### src/rtl/pipe_ctrl.sv
// pipe_ctrl: hazard / stall / flush controller for a 5-stage in-order pipeline.
//
// Optional feature macro: PIPE_CTRL_PERF_EN adds saturating stall/flush counters.
//
// Ports:
//   clk_i, rst_i                  clock, asynchronous active-high reset
//   id_rs1_i, id_rs2_i            source registers of the ID instruction
//   id_uses_rs1_i, id_uses_rs2_i  ID instruction actually reads rs1/rs2
//   id_ex_rd_i, id_ex_mem_read_i  rd of the EX instruction / EX is a load
//   ex_branch_taken_i             EX redirects the PC this cycle
//   ex_mc_start_i, mc_done_i      multi-cycle op issued / result ready (held)
//   dmem_req_i, dmem_ready_i      MEM-stage access pending / completing
//   *_stall_o                     hold PC or pipeline register (combinational)
//   *_flush_o                     load a bubble into the register (combinational)
//   mc_ack_o                      one-cycle acknowledge of mc_done_i
//   state_o                       FSM state (RUN=0, LU=1, MC_WAIT=2)
//   stall_cnt_o, flush_cnt_o      (PIPE_CTRL_PERF_EN only) saturating counters
module pipe_ctrl #(
    parameter int unsigned CNT_W = 32
) (
    input  logic             clk_i,
    input  logic             rst_i,
    input  logic [4:0]       id_rs1_i,
    input  logic [4:0]       id_rs2_i,
    input  logic             id_uses_rs1_i,
    input  logic             id_uses_rs2_i,
    input  logic [4:0]       id_ex_rd_i,
    input  logic             id_ex_mem_read_i,
    input  logic             ex_branch_taken_i,
    input  logic             ex_mc_start_i,
    input  logic             mc_done_i,
    input  logic             dmem_req_i,
    input  logic             dmem_ready_i,
    output logic             pc_stall_o,
    output logic             if_id_stall_o,
    output logic             id_ex_stall_o,
    output logic             ex_mm_stall_o,
    output logic             if_id_flush_o,
    output logic             id_ex_flush_o,
    output logic             ex_mm_flush_o,
    output logic             mm_wb_flush_o,
    output logic             mc_ack_o,
    output logic [1:0]       state_o
`ifdef PIPE_CTRL_PERF_EN
    ,
    output logic [CNT_W-1:0] stall_cnt_o,
    output logic [CNT_W-1:0] flush_cnt_o
`endif
);

    typedef enum logic [1:0] {
        ST_RUN     = 2'd0,
        ST_LU      = 2'd1,
        ST_MC_WAIT = 2'd2
    } state_e;

    state_e state_q, state_d;
    logic   mem_wait;
    logic   load_use;

    assign mem_wait = dmem_req_i && !dmem_ready_i;
    assign load_use = id_ex_mem_read_i && (id_ex_rd_i != 5'd0) &&
                      ((id_uses_rs1_i && (id_rs1_i == id_ex_rd_i)) ||
                       (id_uses_rs2_i && (id_rs2_i == id_ex_rd_i)));

    // State register
    always_ff @(posedge clk_i or posedge rst_i) begin
        if (rst_i) begin
            state_q <= ST_RUN;
        end else begin
            state_q <= state_d;
        end
    end

    // Next state and combinational stall/flush/ack; reset forces everything quiet
    always_comb begin
        state_d       = state_q;
        pc_stall_o    = 1'b0;
        if_id_stall_o = 1'b0;
        id_ex_stall_o = 1'b0;
        ex_mm_stall_o = 1'b0;
        if_id_flush_o = 1'b0;
        id_ex_flush_o = 1'b0;
        mm_wb_flush_o = 1'b0;
        mc_ack_o      = 1'b0;

        if (!rst_i) begin
            if (mem_wait) begin
                // Whole pipe frozen; a held mc_done_i is acked once the wait ends
                pc_stall_o    = 1'b1;
                if_id_stall_o = 1'b1;
                id_ex_stall_o = 1'b1;
                ex_mm_stall_o = 1'b1;
                mm_wb_flush_o = 1'b1;
            end else begin
                unique case (state_q)
                    ST_RUN: begin
                        if (ex_branch_taken_i) begin
                            // Redirect wins over load-use: the stalled instruction is squashed anyway
                            if_id_flush_o = 1'b1;
                            id_ex_flush_o = 1'b1;
                        end else if (ex_mc_start_i) begin
                            state_d = ST_MC_WAIT;
                        end else if (load_use) begin
                            pc_stall_o    = 1'b1;
                            if_id_stall_o = 1'b1;
                            id_ex_flush_o = 1'b1;
                            state_d       = ST_LU;
                        end
                    end
                    ST_LU: begin
                        // Bubble in EX: no load-use re-detection, one cycle only
                        if (ex_branch_taken_i) begin
                            if_id_flush_o = 1'b1;
                            id_ex_flush_o = 1'b1;
                        end
                        state_d = ST_RUN;
                    end
                    ST_MC_WAIT: begin
                        if (mc_done_i) begin
                            mc_ack_o = 1'b1;
                            state_d  = ST_RUN;
                        end else begin
                            pc_stall_o    = 1'b1;
                            if_id_stall_o = 1'b1;
                            id_ex_stall_o = 1'b1;
                            ex_mm_stall_o = 1'b1;
                            mm_wb_flush_o = 1'b1;
                        end
                    end
                    default: state_d = ST_RUN;
                endcase
            end
        end
    end

    assign ex_mm_flush_o = 1'b0;
    assign state_o       = state_q;

`ifdef PIPE_CTRL_PERF_EN
    logic [CNT_W-1:0] stall_cnt_q, stall_cnt_d;
    logic [CNT_W-1:0] flush_cnt_q, flush_cnt_d;

    // Saturating event counters
    always_comb begin
        stall_cnt_d = stall_cnt_q;
        flush_cnt_d = flush_cnt_q;
        if (pc_stall_o && (stall_cnt_q != {CNT_W{1'b1}})) begin
            stall_cnt_d = stall_cnt_q + CNT_W'(1);
        end
        if (if_id_flush_o && (flush_cnt_q != {CNT_W{1'b1}})) begin
            flush_cnt_d = flush_cnt_q + CNT_W'(1);
        end
    end

    always_ff @(posedge clk_i or posedge rst_i) begin
        if (rst_i) begin
            stall_cnt_q <= '0;
            flush_cnt_q <= '0;
        end else begin
            stall_cnt_q <= stall_cnt_d;
            flush_cnt_q <= flush_cnt_d;
        end
    end

    assign stall_cnt_o = stall_cnt_q;
    assign flush_cnt_o = flush_cnt_q;
`else
    logic [CNT_W-1:0] perf_unused;
    assign perf_unused = '0;
`endif

endmodule

### config.mk
export PLATFORM = sky130hd
export DESIGN_NAME = pipe_ctrl
export DESIGN_NICKNAME = d
export VERILOG_FILES = /design/src/rtl/pipe_ctrl.sv
export SDC_FILE = /design/constraint.sdc
export NUM_CORES = 1
export LEC_CHECK = 0
export CORE_AREA = 2 2 39 41
export DETAILED_ROUTE_END_ITERATION = 12
export DIE_AREA = 0 0 41 43
export PLACE_DENSITY = 0.85
export SLEW_MARGIN = 20
export SYNTH_ARGS = -nofsm -noshare
export SYNTH_HDL_FRONTEND = slang
export SYNTH_SLANG_ARGS = --single-unit
### constraint.sdc
create_clock -name clk_i -period 2.1 [get_ports clk_i]
set_input_delay 0.525 -clock clk_i [delete_from_list [all_inputs] [get_ports clk_i]]
set_output_delay 0.525 -clock clk_i [all_outputs]
set_load 0.02 [all_outputs]
## Word level (Yosys, flattened, before mapping)

Cells that the tools add are included.

- Bits in registers: 2
- Output and inout bits: 11
- Word-level logic and storage cells: 48

- Reduce and logical (&&, ||, !) cells: 11
- Eq/ne operators: 7
- Muxes and demuxes: 27
- Bitwise logic cells: 2

Operators by type and width:

| cell | number |
|---|---|
| two-way mux 1 bit | 20 |
| equality test 5 bit | 2 |
| two-way mux 2 bit | 4 |
| logical AND 1 bit | 5 |
| AND reduction 5 bit | 1 |
| nonzero test 5 bit | 1 |
| != test 2 bit, second input constant | 2 |
| case mux 1 bit (2 select lines) | 2 |
| case mux 2 bit (2 select lines) | 1 |
| != test 3 bit, second input constant | 1 |
| equality test 2 x 1 -> 1 bit, second input constant | 1 |
| equality test 2 bit, second input constant | 1 |
| zero test 2 bit | 1 |
| inverter 1 bit | 2 |
| OR reduction 2 bit | 1 |
| zero test 1 bit | 1 |
| logical OR 1 bit | 1 |

## Longest topological paths before layout

- Depth in word-level cells: 10
- Depth in mapped cells: 5
- Gate-level depth less buffers: 4

## Worst setup path after synthesis

No wires, ideal clock.

- Kind: reg-to-output
- From: register state_q[1], in the netlist state_o[1]
- To: output port pc_stall_o
- Path slack: -0.259 ns
- Data required time: 1.575 ns
- Data arrival time: 1.834 ns
- Stages on the path, launching flop included: 6
- Cells stage by stage: dfrtp_1 nor4b_2 o21ai_2 or3_1 o22ai_1 buf_4

- Word-level cells in the longest chain between the ends: 4
- Elaborated cells on any way between the ends: 5
- Classes of those cells: eq/ne: 1; mux: 3; reduce/logical: 1

RTL lines:

| what | line | text |
|---|---|---|
| from (decl) | 57 | `state_e state_q, state_d;` |
| from (signal assigned) | 71 | `state_q <= state_d;` |
| equality test 2 bit or zero test 2 bit (tied branches) | n/a |  |
| case mux 1 bit (2 select lines) * | n/a |  |
| two-way mux 1 bit * (2 in series) | n/a |  |
| to (decl) | 34 | `output logic pc_stall_o,` |

Mark *: on every way between the ends. The rest lies on a longest branch, timed or not.

## Worst setup path in the final report

- From: register state_q[1], in the netlist state_o[1]
- To: output port id_ex_flush_o

- Word-level cells in the longest chain between the ends: 4
- Elaborated cells on any way between the ends: 5
- Classes of those cells: eq/ne: 1; mux: 3; reduce/logical: 1

RTL lines:

| what | line | text |
|---|---|---|
| equality test 2 x 1 -> 1 bit or zero test 2 bit (tied branches) | 96 | `unique case (state_q)` |
| case mux 1 bit (2 select lines) * | 96 |  |
| two-way mux 1 bit * | 88 | `if (mem_wait) begin` |
| two-way mux 1 bit * | 87 | `if (!rst_i) begin` |
| to (decl) | 39 | `output logic id_ex_flush_o,` |

Marked as above.

==> results.py <==
metrics = {
    "sta": {
        "fin_setup_tns_ns": -0.4928,
        "rsz0062_at_grt": "true",
        "fmax_mhz": 445.2,
        "finalWorstSetupSlack_ns": -0.1461,
        "fin_crit_ns": 2.246,
        "finClkSkew_ns": 0.009713,
        "finalHoldViolCount": 0,
        "final_max_slew_viol_count": 0,
        "post-route-period-util_pct": 107.0,
        "finalSetupViolCount": 4,
    },
    "yosys": {
        "syn_inst": 44,
        "avgSynthCellArea_um2": 8.161,
        "ys_seq_area_share_pct": 13.94,
        "synth_xor_area_share_pct": 24.39,
        "synth.area.mux_share_pct": 0,
        "synthAdderAreaFrac_pct": 0,
        "synthSimpleGateAreaFrac_pct": 32.06,
        "synth_top_family_by_area": "simple AND/OR/NAND/NOR gates",
        "synth_compound_area_share_pct": 19.16,
        "synth_edf_count": 0,
        "synth_warnings": 0,
        "synth_async_sr_flop_share_pct": 100.0,
        "synth.distinct_cells": 28,
        "synth_area_um2": 359.1,
        "synthFlopType": "dfrtp_1",
        "syn-num-nets": 69,
        "ys_seq_elements": 2,
    },
    "die": {
        "rows": 14,
        "io_pins": 36,
        "die_h_um": 43,
        "die_w_um": 41,
        "coreArea_um2": 1384,
        "initial_core_util_pct": 25.95,
        "dieArea_um2": 1763,
    },
    "final_layout": {
        "area_delta_synth_final_pct": 143.9,
        "diodes": 0,
        "largest_reg_flops": 2,
        "final_layout_size_suffix_gt1_share_pct": 51.09,
        "final_core_util_pct": 63.29,
        "fin_cells": 108,
        "fillers": 135,
        "final_nets": 118,
        "fin_area_um2": 875.8,
    },
    "power_and_ir_drop": {
        "power_density_nw_per_um2": 383.9,
        "peakVddDrop_mv": 0.2239,
        "leakage_nw": 0.4057,
    },
    "placement": {
        "numPortBuffers": 34,
        "dpl.hpwl_um": 988.9,
        "place_area_um2": 792.0,
        "place_congestion": 0.7331,
        "dp.cells": 101,
        "preCtsSetupSlack_ns": -0.9980,
    },
    "cts": {
        "htreeDepth": 1,
        "cts_buffers": 3,
        "cts_sinks": 2,
        "cts_tree": "built",
        "path_clk_slew_ns": 0.04,
        "cts_root_buffer": "clkbuf_4",
        "clk_path_buf_depth": 2,
        "clock_latency_ns": 0.23,
    },
    "drt": {
        "first_pass_iters": 4,
        "viasPerCell": 4.843,
        "via_count": 523,
        "routed_wl_um": 1257,
        "drtIter0Drc": 6,
        "drc_errors": 0,
        "antenna_left": 0,
        "wl_per_cell_um": 11.64,
    },
    "outcome": {
        "outcome": "finished with violations",
        "failed_checks": "setup timing",
    },
    "global_routing": {
        "grt_max_degree": 8,
        "grt_pass1_vias": 529,
        "grt.overflow.total": 0,
        "grt_pass1_wl_um": 2021,
        "antenna_found_initial": 0,
        "gr-usage-all-layers_pct": 16.22,
    },
    "critical_path": {
        "crit_arrival_ns": 1.72,
        "rr_worst_depth": 5,
        "rrSetupSlack_ns": 0.83,
        "critPathKind": "flip-flop to output pin",
        "required_ns": 1.57,
        "start_kind": "flip-flop",
        "critPathMaxFanout": 3,
        "crit_path_end_kind": "output pin",
    },
    "job": {
        "maxCapViolCount": 0,
    },
    "hold_path": {
        "min_path_type": "input port to async pin",
    },
}
[routing by layer]
metal  vias up  share of wire [%]  GRT usage [%]  wire length, µm
met4         0                  0          6.000                0
met3         0                8.4          2.094              105
li1        252                  -              -                -
met1       238                 33          17.52              416
met2        33                 58          29.38              735
met5         -                  0              0                0
[cells in the final DEF (no fill, tap or decap), types with 2 or more instances in the layout]
| cell type | count |
|---|---|
| dlygate4sd2_1 | 5 |
| buf_2 | 4 |
| xnor2_1 | 2 |
| dlymetal6s2s_1 | 2 |
| clkdlybuf4s15_1 | 4 |
| nor2_2 | 2 |
| buf_6 | 6 |
| clkbuf_4 | 3 |
| buf_4 | 17 |
| clkdlybuf4s50_1 | 7 |
| nor4_2 | 2 |
| xor2_1 | 8 |
| o21ai_0 | 2 |
[kinds of logic after synthesis]
family	Yosys count
XOR/XNOR	10
flip-flops	2
AO/OA/AOI/OAI	10
AND/OR/NAND/NOR	16
buffers and inverters	5
other	1
[metrics by stage]
step           total power, W  hold WS [ns]
2_1_floorplan       0.0001281        0.2661
3_3_place_gp        0.0002272        0.5890
3_5_place_dp        0.0002316        0.6160
4_1_cts             0.0003315        0.4841
5_1_grt             0.0003633        0.5378
6_report            0.0003363        0.5165
[worst paths after layout]
kind	startpoint	endpoint
min	rst_i	state_o[1]
max reg2reg	state_o[1]	state_o[0]
min in group clk_i	ex_mc_start_i	state_o[0]
min reg2reg	state_o[0]	state_o[0]
max in group asynchronous	rst_i	state_o[1]
max	state_o[1]	id_ex_flush_o
[critical path, cell delays in order, from the launching register on]
cell and delay [ns]:
dfrtp_2 0.41, nor4b_4 0.32, o21ai_4 0.10, or3_1 0.36, o21bai_1 0.14, buf_4 0.16
[where the power goes]
group          switching, W  total [W]  internal (W)  leakage, nW
Combinational     0.0000855   0.000194      0.000108        0.365
Clock             0.0000248  0.0000955     0.0000707       0.0150
Sequential       0.00000402  0.0000472     0.0000432       0.0254
[timing repair]
action,CTS,global route
buffers inserted,2,1
gates cloned,0,0
hold buffers,0,0
gates resized for setup,94,11
pin swaps,15,6
setup endpoints to repair,8,8
[final cells by class]
type                    instances  area [µm²]  share of cell area (%)
inverters                       1       3.754                  0.4286
flip-flops and latches          2       51.30                   5.857
repair buffers                 48       425.4                   48.57
well taps                      16       20.02                   2.286
multi-input cells              37       349.1                   39.86
clock buffers                   4       26.28                   3.000
[cell usage after synthesis (2+ instances only)]
cell type	instances	area, µm²
xor2_1	8	70.07
dfrtp_1	2	50.05
o21ai_0	2	10.01
or3_1	2	12.51
xnor2_1	2	17.52
buf_4	4	30.03
nor2_1	3	11.26
No activity file was read; power rests on OpenSTA's default activity.
